==> src/rtl/timer_bank_pkg.sv <==
`default_nettype none
// ============================================================================
// Module      : timer_bank_pkg
// Description : Shared types and constants for the timer_bank block.
//               This file holds the channel FSM state, the run mode and the
//               prescaler width.
// Revision    : 1.0 - initial release
// ============================================================================
package timer_bank_pkg;

    // Channel lifecycle: stopped, counting, or finished (one-shot only)
    typedef enum logic [1:0] {
        IDLE = 2'd0,
        RUN  = 2'd1,
        DONE = 2'd2
    } state_t;

    // Behaviour at terminal count
    typedef enum logic {
        CONTINUOUS = 1'b0,
        ONESHOT    = 1'b1
    } mode_t;

    // Width of the shared tick prescaler and its compare input
    localparam int PRESCALE_W = 16;

endpackage : timer_bank_pkg
`default_nettype wire

==> src/rtl/timer_bank_channel.sv <==
`default_nettype none
// ============================================================================
// Module      : timer_channel
// Description : One programmable period counter of the timer bank.
//               It counts 0..P-1 on ticks and pulses o_tc for one cycle at
//               terminal count. It runs in continuous or one-shot mode.
//               Stop has priority over start, and start has priority over
//               ticking.
// Revision    : 1.0 - initial release
// ============================================================================
module timer_channel
    import timer_bank_pkg::*;
#(
    parameter int WIDTH = 32
)
(
    input  logic             clk,
    input  logic             rst,
    input  logic             i_tick,
    input  logic             i_cfg_we,
    input  logic [WIDTH-1:0] i_cfg_period,
    input  logic             i_cfg_oneshot,
    input  logic             i_start,
    input  logic             i_stop,
    output logic [WIDTH-1:0] o_count,
    output logic             o_tc,
    output logic             o_busy,
    output logic             o_done
);

    localparam logic [WIDTH-1:0] c_one = WIDTH'(1);

    state_t           r_state;
    mode_t            r_mode;
    logic [WIDTH-1:0] r_period;
    logic [WIDTH-1:0] r_count;
    logic             r_tc;
    logic             r_busy;
    logic             r_done;

    logic [WIDTH-1:0] w_period_new;
    logic             w_terminal;

    // A programmed period of 0 is stored as 1, so r_period is never 0 and
    // r_period - 1 cannot underflow.
    assign w_period_new = (i_cfg_period == '0) ? c_one : i_cfg_period;

    // The terminal test is ">=" rather than "==". If the period is lowered
    // below the live count, the channel wraps on the next tick instead of
    // running on to 2^WIDTH. The test always uses the period that is
    // already registered. A write that lands on the same edge affects only
    // later ticks.
    assign w_terminal = (r_count >= (r_period - c_one));

    // Channel FSM. The config latch, count and registered outputs all
    // update together here.
    always_ff @(posedge clk) begin
        if (rst) begin
            r_state  <= IDLE;
            r_mode   <= CONTINUOUS;
            r_period <= c_one;
            r_count  <= '0;
            r_tc     <= 1'b0;
            r_busy   <= 1'b0;
            r_done   <= 1'b0;
        end else begin
            r_tc <= 1'b0;

            // A config write never touches the state or the count. A start
            // on the same edge sees the new settings, because the period
            // and mode are only read on later ticks.
            if (i_cfg_we) begin
                r_period <= w_period_new;
                r_mode   <= mode_t'(i_cfg_oneshot);
            end

            if (i_stop) begin
                // The count is held. In DONE it is already 0.
                r_state <= IDLE;
                r_busy  <= 1'b0;
                r_done  <= 1'b0;
            end else if (i_start) begin
                // A start from any state, including a restart while running.
                // It never produces a tc pulse.
                r_state <= RUN;
                r_count <= '0;
                r_busy  <= 1'b1;
                r_done  <= 1'b0;
            end else if ((r_state == RUN) && i_tick) begin
                if (w_terminal) begin
                    r_count <= '0;
                    r_tc    <= 1'b1;
                    if (r_mode == ONESHOT) begin
                        r_state <= DONE;
                        r_busy  <= 1'b0;
                        r_done  <= 1'b1;
                    end
                end else begin
                    r_count <= r_count + c_one;
                end
            end
        end
    end

    assign o_count = r_count;
    assign o_tc    = r_tc;
    assign o_busy  = r_busy;
    assign o_done  = r_done;

endmodule : timer_channel
`default_nettype wire

==> src/rtl/timer_bank.sv <==
`default_nettype none
// ============================================================================
// Module      : timer_bank
// Description : Bank of CHANNELS independent programmable period counters.
//               The channels share a config write port. They can also share
//               an optional tick prescaler.
//               Optional feature macro: TIMER_BANK_PRESCALE_EN. When it is
//               defined, the block adds the prescale_in port and a shared
//               prescaler. The prescaler makes a tick every prescale_in+1
//               cycles. When it is undefined, every cycle is a tick.
// Revision    : 1.0 - initial release
// ============================================================================
module timer_bank
    import timer_bank_pkg::*;
#(
    parameter int WIDTH    = 32,
    parameter int CHANNELS = 4,
    parameter int CHAN_W   = (CHANNELS > 1) ? $clog2(CHANNELS) : 1
)
(
    input  logic                      clk_in,
    input  logic                      rst_in,
    input  logic                      cfg_we_in,
    input  logic [CHAN_W-1:0]         cfg_chan_in,
    input  logic [WIDTH-1:0]          cfg_period_in,
    input  logic                      cfg_oneshot_in,
    input  logic [CHANNELS-1:0]       start_in,
    input  logic [CHANNELS-1:0]       stop_in,
`ifdef TIMER_BANK_PRESCALE_EN
    input  logic [PRESCALE_W-1:0]     prescale_in,
`endif
    output logic [CHANNELS*WIDTH-1:0] count_out,
    output logic [CHANNELS-1:0]       tc_out,
    output logic [CHANNELS-1:0]       busy_out,
    output logic [CHANNELS-1:0]       done_out
);

    logic w_tick;

`ifdef TIMER_BANK_PRESCALE_EN
    logic [PRESCALE_W-1:0] r_prescale;

    assign w_tick = (r_prescale == prescale_in);

    // Shared prescaler. It wraps on the tick cycle and is cleared only by reset.
    always_ff @(posedge clk_in) begin
        if (rst_in) begin
            r_prescale <= '0;
        end else if (w_tick) begin
            r_prescale <= '0;
        end else begin
            r_prescale <= r_prescale + PRESCALE_W'(1);
        end
    end
`else
    assign w_tick = 1'b1;
`endif

    // One channel per index. A channel index with no matching channel
    // matches no decode, so a write to it is dropped.
    for (genvar i = 0; i < CHANNELS; i++) begin : g_chan
        logic w_cfg_hit;

        assign w_cfg_hit = cfg_we_in && (cfg_chan_in == CHAN_W'(i));

        timer_channel #(
            .WIDTH (WIDTH)
        ) u_channel (
            .clk           (clk_in),
            .rst           (rst_in),
            .i_tick        (w_tick),
            .i_cfg_we      (w_cfg_hit),
            .i_cfg_period  (cfg_period_in),
            .i_cfg_oneshot (cfg_oneshot_in),
            .i_start       (start_in[i]),
            .i_stop        (stop_in[i]),
            .o_count       (count_out[i*WIDTH +: WIDTH]),
            .o_tc          (tc_out[i]),
            .o_busy        (busy_out[i]),
            .o_done        (done_out[i])
        );
    end

endmodule : timer_bank
`default_nettype wire
==> config.mk <==
export PLATFORM = sky130hd
export DESIGN_NAME = timer_bank
export DESIGN_NICKNAME = d
export VERILOG_FILES = /design/src/rtl/timer_bank_pkg.sv /design/src/rtl/timer_bank_channel.sv /design/src/rtl/timer_bank.sv
export SDC_FILE = /design/constraint.sdc
export NUM_CORES = 1
export LEC_CHECK = 0
export CORE_AREA = 4 4 184 168
export DETAILED_ROUTE_END_ITERATION = 8
export DIE_AREA = 0 0 188 172
export PLACE_DENSITY = 0.74
export SETUP_SLACK_MARGIN = 0.05
export SLEW_MARGIN = 30
export SYNTH_ARGS = -nofsm -noshare
export SYNTH_HDL_FRONTEND = slang
export SYNTH_SLANG_ARGS = --single-unit
==> constraint.sdc <==
create_clock -name clk_in -period 5.4 [get_ports clk_in]
set_input_delay 1.08 -clock clk_in [delete_from_list [all_inputs] [get_ports clk_in]]
set_output_delay 1.08 -clock clk_in [all_outputs]
set_load 0.02 [all_outputs]
==> reports/metrics.yaml <==
synthesis:
  synth_edf_count: 0
  syn_area_sq_mm: 0.01572
  ys.flop_type: "dfxtp_1"
  synth_commonest_cells: "nand2_1 (371), dfxtp_1 (272), nor2_1 (222)"
  netlist.top_cell.by_area: "dfxtp_1"
  synth_cells: 1966
  ys_ff_latch: 272
  yosysMostFrequentCell: "nand2_1"
  yosysSeqAreaShare_pct: 34.64
  synth_top_area_share_pct: 34.64
  yosys-top-cells-area: "dfxtp_1 (35%), ha_1 (11%), nand2_1 (8.9%)"
  yosys_warnings: 0
  syn_nets: 2148
  ys_async_sr_fraction_pct: 0
  ys_types: 63
  syn_area_per_cell_sq_um: 7.995
floorplanning:
  coreArea_sq_mm: 0.02886
  start_util_pct: 54.45
  die_height_um: 172
  die_w_um: 188
  io_pins: 186
  die_area_sq_mm: 0.03234
  rows: 59
detailed_routing:
  vias: 14310
  ant_nets: 0
  drt-total-wl_mm: 42.98
  wl_per_cell_um: 16.97
  drcViolationCount: 0
  vias_per_cell: 5.650
  drt-initial-drc-count: 848
  dr.pass1.iters: 5
clocking:
  cts_setup_buffers: 0
  clock_sinks: 272
  cts_tree: "yes"
  clk_latency_ns: 0.56
  cts_resized: 0
  htree_levels: 1
  numCtsBuffers: 29
  clkTransAtPathRegs_ns: 0.06
  cts_hold_buf: 0
  cts_buffer_depth: 3
  cts_root_buffer: "clkbuf_16"
timing:
  rsz0062_at_grt: "no"
  worst_hold_slack_ns: 0.4772
  worst_pin_slew_ns: 0.9028
  slew_violations: 0
  skew_ns: 0.01407
  fin_tns_setup_ns: 0
  min_period_ns: 4.379
  finalCritPeriodShare_pct: 81.10
  hold_viol_final: 0
  timing.fmax_mhz: 228.3
  setup_viol: 0
  slew-limit-headroom_pct: 39.26
worst_setup_path:
  cp_top_family: "simple AND/OR/NAND/NOR gates"
  cp_slowest_cell: "or4_1"
  worstPathBufferInverterCount: 2
  endpoint_kind: "flop"
  cpPeakStageDelay_ns: 0.61
  crit_fanout: 30
  critPathRequiredTime_ns: 5.82
  crit_path_cell_trace: "inv_1 > ha_1 > nor3b_1 > nand4_1 > or4_1 > nor3_1 > xnor2_1 > ha_1 > nand4_1 > or4_1 > nor2_1 > o41a_1 > o32a_1 > buf_4 > nor2_1"
  criticalPathCategory: "flop to flop"
  cp-start-kind: "flop"
  arrival_ns: 4.80
  reg2reg_from: "g_chan[1].u_channel.r_period[0]$_SDFFE_PP1P_"
  critical_path.startpoint: "g_chan[1].u_channel.r_period[0]$_SDFFE_PP1P_"
pwr:
  power.total_uw: 4753
  cellLeakagePower_uw: 0.006883
  ir_drop_uv: 236.0
  p_per_area_mw_per_mm2: 252.5
grt:
  grt_overflow_total: 0
  grt_max_degree: 70
  grt_pass1_vias: 13320
  grt_pass1_wl_mm: 69.39
  antenna_found_initial: 2
  track_usage_pct: 25.59
finish:
  nets: 2294
  nFillCells: 2453
  multiInputGateArea_sq_mm: 0.009824
  syn2layout_area_growth_pct: 19.77
  drive_gt1_share_pct: 4.871
  design_area_sq_mm: 0.01882
  regArea_sq_mm: 0.005445
hold_path:
  holdCritStartpoint: "g_chan[2].u_channel.r_period[31]$_SDFFE_PP0P_"
  min_path_type: "flop to flop"
place:
  gp_congestion: 0.9126
  placed_cell_area_sq_mm: 0.01780
  portBuffers: 185
  dp_hpwl_mm: 31.49
job:
  maxCapViolCount: 0
status:
  status: "complete, no violations"
## path summary, 6_finish.rpt
check / endpoint / slack (ns) / cells after the start
max: g_chan[1].u_channel.o_count[31]$_SDFFE_PP0P_ / 1.02 / 15
min: g_chan[2].u_channel.r_period[31]$_SDFFE_PP0P_ / 0.48 / 2
max reg2reg: g_chan[1].u_channel.o_count[31]$_SDFFE_PP0P_ / 1.02 / 15
min reg2reg: g_chan[2].u_channel.r_period[31]$_SDFFE_PP0P_ / 0.48 / 2
## state kept, by name, summed over array words and instances, names as in the netlist
signal                     cells
g_chan.u_channel.o_busy        1
g_chan.u_channel.o_count     128
g_chan.u_channel.o_done        2
g_chan.u_channel.o_tc          4
g_chan.u_channel.r_mode        4
g_chan.u_channel.r_period    128
g_chan.u_channel.r_state       5
## where the power goes
group | total, uW | internal (uW) | switching [uW]
Sequential | 2090 | 2040 | 47.4
Clock | 2110 | 1270 | 836
Combinational | 554 | 221 | 333
## per-stage QoR
step / instances / util [%] / setup WS, ns
final: 2533 / 65.22 / 1.021
after global routing: 2533 / 65.22 / 0.6212
after CTS: 2531 / 65.20 / 1.003
after detailed placement: 2477 / 61.68 / 1.022
after global placement: 2477 / 61.63 / 1.135
after floorplan: 1966 / - / 1.370
## logic make-up (layout without fill, tap and decap cells)
family,after synthesis,in the layout,synth area share [%]
compound gates,262,262,9.529
flops,272,272,34.64
buf+inv,110,279,2.985
simple gates,946,946,28.63
other cells,0,2,0
mux,1,1,0.07164
xor+xnor,239,239,13.32
fa+ha+maj,136,136,10.83
## layout by cell type (no fill, tap or decap), drive strengths merged, types with 11 or more instances in the layout
| cell | count |
|---|---|
| and3 | 29 |
| inv | 31 |
| nand2b | 13 |
| nand4 | 43 |
| or4 | 21 |
| nor2 | 222 |
| xnor2 | 134 |
| nor4 | 44 |
| clkdlybuf4s50 | 184 |
| nand2 | 371 |
| ha | 136 |
| and4 | 16 |
| nand3 | 65 |
| dfxtp | 272 |
| a21oi | 182 |
| buf | 11 |
| nor3 | 66 |
| xor2 | 105 |
| clkbuf | 40 |
| o21ai | 30 |
## routing by layer
metal | up-vias | wire (um) | GRT usage, % | share of wire [%]
met5 | - | 0 | 0 | 0
met4 | 0 | 1440 | 7.754 | 3.4
met3 | 88 | 2314 | 3.250 | 5.4
met2 | 404 | 20020 | 43.22 | 47
met1 | 6720 | 19200 | 34.62 | 45
li1 | 7099 | - | - | -
## worst reg2reg max path, cell delays in order (launching register included)
cell and delay [ns]:
dfxtp_1 0.33, inv_1 0.09, ha_1 0.19, nor3b_1 0.46
nand4_1 0.27, or4_1 0.61, nor3_1 0.21, xnor2_1 0.11
ha_1 0.28, nand4_1 0.13, or4_1 0.58, nor2_1 0.15
o41a_1 0.26, o32a_1 0.18, buf_4 0.30, nor2_1 0.11
## final cells by class
cell class | count | share of cell area, %
diodes | 2 | 0.02659
clock inverters | 14 | 0.9571
clock buffers | 40 | 4.447
flip-flops and latches | 272 | 28.93
repair buffers | 195 | 10.22
multi-input cells | 1584 | 52.19
well taps | 396 | 2.632
inverters | 30 | 0.5982
Note: power is estimated with default switching activity, not from simulation.
